==> src/rtl/spi_apb_bridge.sv <==
// SPI slave (mode 0, 2-byte frames) that turns each frame into a single APB read or write.
// The SPI inputs are sampled and synchronized into the pclk domain. A timeout on pready sets a sticky error flag.
`timescale 1ns/1ps
module spi_apb_bridge #(
  parameter int ADDR_WIDTH = 3,
  parameter int DATA_WIDTH = 8,
  parameter int TIMEOUT    = 15
) (
  input  logic                  pclk,
  input  logic                  presetn,
  input  logic                  sclk,
  input  logic                  cs_n,
  input  logic                  mosi,
  output logic                  miso,
  output logic [ADDR_WIDTH-1:0] paddr,
  output logic                  pwrite,
  output logic                  psel,
  output logic                  penable,
  output logic [DATA_WIDTH-1:0] pwdata,
  input  logic [DATA_WIDTH-1:0] prdata,
  input  logic                  pready,
  output logic                  busy,
  output logic                  err
);

  localparam int FRAME_BITS = 2 * DATA_WIDTH;
  localparam int CNT_W      = $clog2(FRAME_BITS + 1);
  localparam int TMO_W      = $clog2(TIMEOUT + 1);

  typedef enum logic [1:0] {S_IDLE, S_SETUP, S_ACCESS} apb_state_e;

  // ---------------- synchronizers and edge detection ----------------
  logic [1:0] sclk_sync_q, cs_sync_q, mosi_sync_q, settle_q;
  logic       sclk_prev_q, cs_prev_q, armed_q;
  logic       sclk_s, cs_s, mosi_s, sclk_rise, sclk_fall, cs_fall, cs_rise;

  // NOTE: all sequential state uses non-blocking assignments so every register samples pre-edge values.
  always_ff @(posedge pclk or negedge presetn) begin
    if (!presetn) begin
      sclk_sync_q <= 2'b00;
      cs_sync_q   <= 2'b11;
      mosi_sync_q <= 2'b00;
      sclk_prev_q <= 1'b0;
      cs_prev_q   <= 1'b1;
      settle_q    <= 2'b00;
      armed_q     <= 1'b0;
    end else begin
      sclk_sync_q <= {sclk_sync_q[0], sclk};
      cs_sync_q   <= {cs_sync_q[0], cs_n};
      mosi_sync_q <= {mosi_sync_q[0], mosi};
      sclk_prev_q <= sclk_sync_q[1];
      cs_prev_q   <= cs_sync_q[1];
      settle_q    <= {settle_q[0], 1'b1};
      // A frame may only start once cs_n has really been seen high after reset.
      armed_q     <= armed_q | (settle_q[1] & cs_sync_q[1]);
    end
  end

  assign sclk_s    = sclk_sync_q[1];
  assign cs_s      = cs_sync_q[1];
  assign mosi_s    = mosi_sync_q[1];
  assign sclk_rise = sclk_s & ~sclk_prev_q;
  assign sclk_fall = ~sclk_s & sclk_prev_q;
  assign cs_fall   = armed_q & cs_prev_q & ~cs_s;
  assign cs_rise   = cs_s & ~cs_prev_q;

  // ---------------- SPI frame receive / transmit ----------------
  logic                  frame_q, cmd_rd_q, cmd_wr_q, read_live_q, miso_q, err_q;
  logic [CNT_W-1:0]      bit_cnt_q;
  logic [DATA_WIDTH-1:0] rx_q, tx_q, rx_next;
  logic [ADDR_WIDTH-1:0] cmd_addr_q;
  logic                  bit_take, byte0_done, byte1_done, new_rd, new_wr, new_req;
  logic [ADDR_WIDTH-1:0] new_addr;
  logic                  done_ok, done_tmo, rd_done;

  assign bit_take   = sclk_rise & frame_q & ~cs_s & (bit_cnt_q < CNT_W'(FRAME_BITS));
  assign rx_next    = {rx_q[DATA_WIDTH-2:0], mosi_s};
  assign byte0_done = bit_take & (bit_cnt_q == CNT_W'(DATA_WIDTH - 1));
  assign byte1_done = bit_take & (bit_cnt_q == CNT_W'(FRAME_BITS - 1));
  assign new_rd     = byte0_done & ~rx_next[DATA_WIDTH-1];
  assign new_wr     = byte1_done & cmd_wr_q;
  assign new_req    = new_rd | new_wr;
  assign new_addr   = new_rd ? rx_next[ADDR_WIDTH-1:0] : cmd_addr_q;

  always_ff @(posedge pclk or negedge presetn) begin
    if (!presetn) begin
      frame_q     <= 1'b0;
      bit_cnt_q   <= '0;
      rx_q        <= '0;
      tx_q        <= '0;
      cmd_rd_q    <= 1'b0;
      cmd_wr_q    <= 1'b0;
      cmd_addr_q  <= '0;
      read_live_q <= 1'b0;
      miso_q      <= 1'b0;
    end else if (cs_fall) begin
      frame_q     <= 1'b1;
      bit_cnt_q   <= '0;
      rx_q        <= '0;
      tx_q        <= '0;
      cmd_rd_q    <= 1'b0;
      cmd_wr_q    <= 1'b0;
      read_live_q <= 1'b0;
      miso_q      <= 1'b0;
    end else begin
      if (cs_rise) begin
        frame_q     <= 1'b0;
        read_live_q <= 1'b0;
      end
      if (bit_take) begin
        bit_cnt_q <= bit_cnt_q + 1'b1;
        rx_q      <= rx_next;
        if (byte0_done) begin
          cmd_wr_q    <= rx_next[DATA_WIDTH-1];
          cmd_rd_q    <= ~rx_next[DATA_WIDTH-1];
          cmd_addr_q  <= rx_next[ADDR_WIDTH-1:0];
          read_live_q <= ~rx_next[DATA_WIDTH-1];
        end
      end
      // Read data goes out during the second byte only; everything else shifts zeros.
      if (cs_s) begin
        miso_q <= 1'b0;
      end else if (sclk_fall && frame_q) begin
        if (cmd_rd_q && bit_cnt_q >= CNT_W'(DATA_WIDTH) && bit_cnt_q < CNT_W'(FRAME_BITS)) begin
          miso_q <= tx_q[DATA_WIDTH-1];
          tx_q   <= {tx_q[DATA_WIDTH-2:0], 1'b0};
        end else begin
          miso_q <= 1'b0;
        end
      end
      if (rd_done && read_live_q) tx_q <= done_tmo ? '0 : prdata;
    end
  end

  assign miso = miso_q & ~cs_s;

  // ---------------- APB master FSM ----------------
  apb_state_e            state_q, state_d;
  logic [ADDR_WIDTH-1:0] paddr_q, paddr_d, req_addr_q, req_addr_d;
  logic [DATA_WIDTH-1:0] pwdata_q, pwdata_d, req_data_q, req_data_d;
  logic                  pwrite_q, pwrite_d, req_pend_q, req_pend_d, req_wr_q, req_wr_d;
  logic [TMO_W-1:0]      tmo_q, tmo_d;
  logic                  pend_live, new_taken;

  // A queued read belongs to a frame that just ended early; drop it. Queued writes still go out.
  assign pend_live = req_pend_q & ~(cs_rise & ~req_wr_q);

  // NOTE: every always_comb output gets a default first, so no path can infer a latch.
  always_comb begin
    state_d    = state_q;
    paddr_d    = paddr_q;
    pwdata_d   = pwdata_q;
    pwrite_d   = pwrite_q;
    tmo_d      = tmo_q;
    req_pend_d = pend_live;
    req_wr_d   = req_wr_q;
    req_addr_d = req_addr_q;
    req_data_d = req_data_q;
    done_ok    = 1'b0;
    done_tmo   = 1'b0;
    new_taken  = 1'b0;
    unique case (state_q)
      S_IDLE: begin
        if (pend_live) begin
          state_d    = S_SETUP;
          paddr_d    = req_addr_q;
          pwrite_d   = req_wr_q;
          if (req_wr_q) pwdata_d = req_data_q;
          req_pend_d = 1'b0;
        end else if (new_req) begin
          state_d   = S_SETUP;
          paddr_d   = new_addr;
          pwrite_d  = new_wr;
          if (new_wr) pwdata_d = rx_next;
          new_taken = 1'b1;
        end
      end
      S_SETUP: begin
        state_d = S_ACCESS;
        tmo_d   = '0;
      end
      S_ACCESS: begin
        if (pready) begin
          done_ok = 1'b1;
          state_d = S_IDLE;
        end else if (tmo_q == TMO_W'(TIMEOUT - 1)) begin
          done_tmo = 1'b1;
          state_d  = S_IDLE;
        end else begin
          tmo_d = tmo_q + 1'b1;
        end
      end
      default: state_d = S_IDLE;
    endcase
    // A request arriving while a transfer is running waits here until IDLE.
    if (new_req && !new_taken) begin
      req_pend_d = 1'b1;
      req_wr_d   = new_wr;
      req_addr_d = new_addr;
      req_data_d = rx_next;
    end
  end

  assign rd_done = (done_ok | done_tmo) & ~pwrite_q;

  // NOTE: every register here is reset; there is no memory array, so nothing is left unreset.
  always_ff @(posedge pclk or negedge presetn) begin
    if (!presetn) begin
      state_q    <= S_IDLE;
      paddr_q    <= '0;
      pwdata_q   <= '0;
      pwrite_q   <= 1'b0;
      tmo_q      <= '0;
      req_pend_q <= 1'b0;
      req_wr_q   <= 1'b0;
      req_addr_q <= '0;
      req_data_q <= '0;
      err_q      <= 1'b0;
    end else begin
      state_q    <= state_d;
      paddr_q    <= paddr_d;
      pwdata_q   <= pwdata_d;
      pwrite_q   <= pwrite_d;
      tmo_q      <= tmo_d;
      req_pend_q <= req_pend_d;
      req_wr_q   <= req_wr_d;
      req_addr_q <= req_addr_d;
      req_data_q <= req_data_d;
      if (done_tmo)     err_q <= 1'b1;
      else if (cs_fall) err_q <= 1'b0;
    end
  end

  assign psel    = (state_q != S_IDLE);
  assign penable = (state_q == S_ACCESS);
  assign pwrite  = pwrite_q & psel;
  assign paddr   = paddr_q;
  assign pwdata  = pwdata_q;
  assign busy    = psel;
  assign err     = err_q;

endmodule

==> config.mk <==
export PLATFORM = sky130hd
export DESIGN_NAME = spi_apb_bridge
export DESIGN_NICKNAME = d
export VERILOG_FILES = /design/src/rtl/spi_apb_bridge.sv
export SDC_FILE = /design/constraint.sdc
export NUM_CORES = 1
export LEC_CHECK = 0
export ABC_AREA = 1
export CAP_MARGIN = 20
export CORE_MARGIN = 2
export CORE_UTILIZATION = 57
export CTS_CLUSTER_DIAMETER = 150
export DETAILED_ROUTE_END_ITERATION = 12
export GPL_ROUTABILITY_DRIVEN = 0
export PLACE_DENSITY_LB_ADDON = 0.1
export SYNTH_ARGS = -nofsm -noshare
export SYNTH_HDL_FRONTEND = slang
export SYNTH_SLANG_ARGS = --single-unit
==> constraint.sdc <==
create_clock -name pclk -period 2.45 [get_ports pclk]
set_clock_uncertainty 0.05 [all_clocks]
set_input_delay 0.3675 -clock pclk [delete_from_list [all_inputs] [get_ports pclk]]
set_output_delay 0.3675 -clock pclk [all_outputs]
set_load 0.01 [all_outputs]
Yosys cells after proc, flatten, opt, wreduce, memory -nomap -nowiden
Index checks and enable logic that the tools add are counted.
Operators by class
  bitwise logic cells: 30
  eq/ne operators: 11
  $lt $le $gt $ge: 2
  multiplexer cells: 55
  $add $sub $neg: 2
  reductions and logical operators: 25
Operator list (number)
  $mux 8: 10
  $mux 1: 30
  $and 1x1->1: 18
  $reduce_bool 2->1: 8
  $mux 7: 2
  $mux 5: 2
  $mux 3: 3
  $not 1->1: 9
  $reduce_and 3->1: 3
  $reduce_bool 3->1: 3
  $mux 2: 4
  $mux 4: 2
  $pmux 4 s2: 1
  $ne 2x2->1 const B: 3
  $ne 3x1->1 const B: 2
  $pmux 2 s3: 1
  $reduce_and 2->1: 3
  $add 5x1->5 const B: 1
  $eq 5x3->1 const B: 1
  $eq 5x4->1 const B: 1
  $ge 5x4->1 const B: 1
  $logic_and 1x1->1: 5
  $lt 5x5->1 const B: 1
  $add 4x1->4 const B: 1
  other kinds (8): 10
Word-level totals
  input port bits: 14
  flip-flop bits (word level): 71
  output and inout port bits: 17
  logic and storage cells: 151

Logic depth before layout (Yosys ltp)
  depth in word-level cells: 14
  mapped depth: 10
  depth with buffers taken out: 10

Least setup slack after synthesis
No wires, ideal clock.
  kind: reg2reg
  start point: register bit_cnt_q[0]
  end point: register pwdata_q[0], in the netlist pwdata[0]
  clock period less this slack: 1.710 ns
  cell stages (with the launch flop): 11
  arrival: 1.543 ns
  setup time: 0.117 ns
  required time: 2.283 ns
  path slack: 0.740 ns
  path buffers: 0
  cell sequence: dfrtp_1 ha_1 nand2_1 nor2_1 ha_1 nand2_1 nand3b_1 nand2_2 nand3_4 nand2_1 nand2_1
Between the ends
  word-level cells in the longest chain between the ends: 7
  elaborated cells between the ends (all ways): 12
  classes of those cells: 1 x order compare; 2 x eq/ne; 6 x bitwise; 3 x reduce/logical
Ends and longest elaborated chain
  start: declaration: RTL line 69  | logic [CNT_W-1:0] bit_cnt_q;
  start signal: assignment: RTL line 111  | bit_cnt_q <= bit_cnt_q + 1'b1;
  $lt 5x5->1: RTL line 76  | assign bit_take = sclk_rise & frame_q & ~cs_s & (bit_cnt_q < CNT_W'(FRAME_BITS));
  $and 1x1->1: RTL line 76
  $and 1x1->1, on equally long branches: RTL line 78, 79
  $and 1x1->1, on equally long branches: RTL line 80, 81
  $or 1x1->1: RTL line 82  | assign new_req = new_rd | new_wr;
  $reduce_bool 2->1 (no line)
  $reduce_and 4->1 (no line) *
  end signal: assignment: RTL line 222  | pwdata_q <= pwdata_d;
  end: declaration: RTL line 140  | logic [DATA_WIDTH-1:0] pwdata_q, pwdata_d, req_data_q, req_data_d;
Every way passes the cells marked *; elsewhere a longest branch is shown, timed or not.
A chain may end at the register's enable or synchronous reset.

Worst setup path after layout
  start point: register state_q[0]
  end point: output port psel
Between the ends
  word-level cells in the longest chain between the ends: 1
Ends and longest elaborated chain
  start: declaration: RTL line 138  | apb_state_e state_q, state_d;
  start signal: assignment: RTL line 220  | state_q <= state_d;
  $reduce_bool 2->1: RTL line 234  | assign psel = (state_q != S_IDLE);
  end: declaration: RTL line 17  | output logic psel,
No other way between the ends.

==> out/results.ini <==
[status]
outcome = completed

[worst_setup_path]
r2r-start = tmo_q[0]
r2r-end = tx_q[2]
timing.critical_path.to = psel
cp_num_cells = 4
cp.arrival_ns = 1.86
crit_start = state_q[0]
path_class = reg -> out
crit_fanout = 5
rr_worst_depth = 8
endpoint_kind = primary output
cp_slowest_stage_delay_ns = 0.58
path_delay_family = buffers and inverters
crit_chain = inv_1, ha_1, inv_1, clkdlybuf4s50_1
path_common_cell = inv_1
critPathSlowestCell = clkdlybuf4s50_1
required_ns = 2.03
startpoint_type = flip-flop
cp_num_buf_inv = 3
r2r_slack_ns = 0.42

[power]
clockPowerShare = 0.469
power_mw = 2.426
ir_drop_uv = 478.8
cellLeakagePower_nw = 1.891
seqPwrFrac = 0.493
p_sw_mw = 0.5038
pwr_density_cell_nw_per_um2 = 609.2
combPwrFrac = 0.038
switching_share = 0.2076
p_int_mw = 1.922

[cts]
ctsHoldBuffers = 0
clock-sinks = 71
clk_pin_slew_ns = 0.07
clk_latency_ns = 0.34
post_cts_buffers = 0
htreeDepth = 3
numCtsBuffers = 9
root_buffer = clkbuf_8
cts_max_path_buffers = 2
cts.repair.resized = 0
cts_tree = built

[global_routing]
antenna_found_initial = 0
grt_pass1_vias = 2340
grt_overflow = 0
grt_max_degree = 33
grt_usage = 0.2280
grt_pass1_wl_um = 11030

[finish]
finalNonFillerCells = 486
drive_gt1_frac = 0.1401
finalCoreUtilization = 0.7102
area_delta_synth_final_pct = 18.81
n_antenna_cell = 0
nets = 431

[placement]
port-buffer-count = 30
place_inst = 470
dp_slack_ns = 0.3727
hpwl_um = 4428

[logic_synthesis]
yosysTopAreaCellShare = 0.5077
synth-seq-area-share = 0.5312
synth_cell_types = 32
synth_top_area_cell = dfrtp_1
synth_nets = 393
synthCells = 371
synthTopCellsByArea = dfrtp_1 (51%), nand2_1 (14%), inv_1 (4.0%)
ys_warn_count = 0
ys_ff_latch = 71
avgSynthCellArea_um2 = 9.035
syn-cell-area_um2 = 3352

[route]
via_per_inst = 5.142
wire_per_inst_um = 13.24
vias = 2499
drtIter0Drc = 180
postRouteAntennaNets = 0
wl_um = 6435
drc = 0
detail_route.first_pass.iterations = 5

[timing]
fin_crit_sh = 0.9281
fmax_ghz = 0.4398
hold_violations = 0
worst_slew_pin_slew_ns = 0.7333
fin_ws_ns = 0.1761
post-route-min-period_ns = 2.274
finalSetupViolCount = 0
finalMaxSlewViolations = 0
setup_tns_ns = 0
relSlewSlack = 0.5112
rsz0062_at_grt = false

[floorplanning]
die_area_um2 = 6510
io_pins = 31
dieHeight_um = 80.69
fp.dieW_um = 80.69
rows = 27
core-area_um2 = 5608
start_util = 0.5977

[hold_path]
hp-class = in -> async

[flow_run]
maxCapViolCount = 0

## how the worst min path moves through the flow
stage / slack [ns] / to / cells after the start / startpoint
floorplan: 0.02 / armed_q / 0 / presetn
global placement: 0.28 / mosi_sync_q[1] / 0 / mosi_sync_q[0]
detailed placement: 0.29 / mosi_sync_q[1] / 0 / mosi_sync_q[0]
CTS: 0.05 / tmo_q[1] / 1 / presetn
global route: 0.09 / pwrite_q / 1 / presetn
finish: 0.04 / paddr[1] / 1 / presetn
## cells in the mapped netlist, drive strengths merged
cell	instances
o21ai	36
conb	1
o31ai	1
dfstp	3
a21oi	6
clkbuf	2
o22ai	9
nand4	13
xnor2	2
inv	39
xor2	2
nand3b	2
ha	8
a21o	1
dfrtp	68
nand2	134
nor2	19
buf	6
nand3	19
## cell usage in the layout (no fill, tap or decap), types with 4 or more instances in the layout
master / n
nand2_1: 129
dfrtp_1: 68
inv_1: 36
clkdlybuf4s50_1: 29
o21ai_0: 22
nor2_1: 16
o21ai_2: 13
nand3_1: 13
nand4_1: 12
clkbuf_8: 10
o22ai_1: 9
ha_1: 8
a21oi_1: 6
nand3_4: 4
## kinds of logic after synthesis
| group | share of synthesized area |
|---|---|
| adders and majority gates | 0.02986 |
| xor gates and xnor gates | 0.01045 |
| AOI/OAI and AO/OA | 0.1023 |
| DFF | 0.5312 |
| other | 0.001119 |
| and+or+nand+nor | 0.2628 |
| buffers and inverters | 0.06234 |
## area by class of cell
class	count	area (µm²)
sequential	71	1780
timing repair buffer	35	357.8
inverter	39	146.4
tap	72	90.09
clock inverter	6	107.6
multi-input combinational	253	1363
clock buffer	10	137.6
fill	443	1625
## power groups by stage
stage          Clock (mW)  Sequential (mW)  Combinational (mW)
2_1_floorplan           0             1.22              0.0364
3_3_place_gp            0             1.22              0.0940
3_5_place_dp            0             1.22              0.0947
4_1_cts              1.16             1.20              0.0955
5_1_grt              1.21             1.20               0.108
6_report             1.14             1.20              0.0931
## stage by stage
step | cell area, µm² | hold slack, ns
2_1_floorplan | 3352 | 0.02191
3_3_place_gp | 3737 | 0.2842
3_5_place_dp | 3737 | 0.2881
4_1_cts | 3983 | 0.05127
5_1_grt | 3983 | 0.08511
6_report | 3983 | 0.03590
## state kept, by name, summed over array words and instances, names as in the netlist, 2 cells and up
signal / flops
state_q: 2
cmd_addr_q: 3
req_addr_q: 3
pwdata: 8
bit_cnt_q: 5
paddr: 3
rx_q: 7
settle_q: 2
tmo_q: 4
req_data_q: 8
mosi_sync_q: 2
cs_sync_q: 2
tx_q: 8
sclk_sync_q: 2
## layer usage
layer,global-route usage,up-vias,part of all wire
met5,0,-,0
met1,0.3228,1179,0.49
met4,0.1017,0,0.018
li1,-,1269,-
met2,0.3425,41,0.46
met3,0.04382,10,0.029
Power figures use the tool's default switching activity.
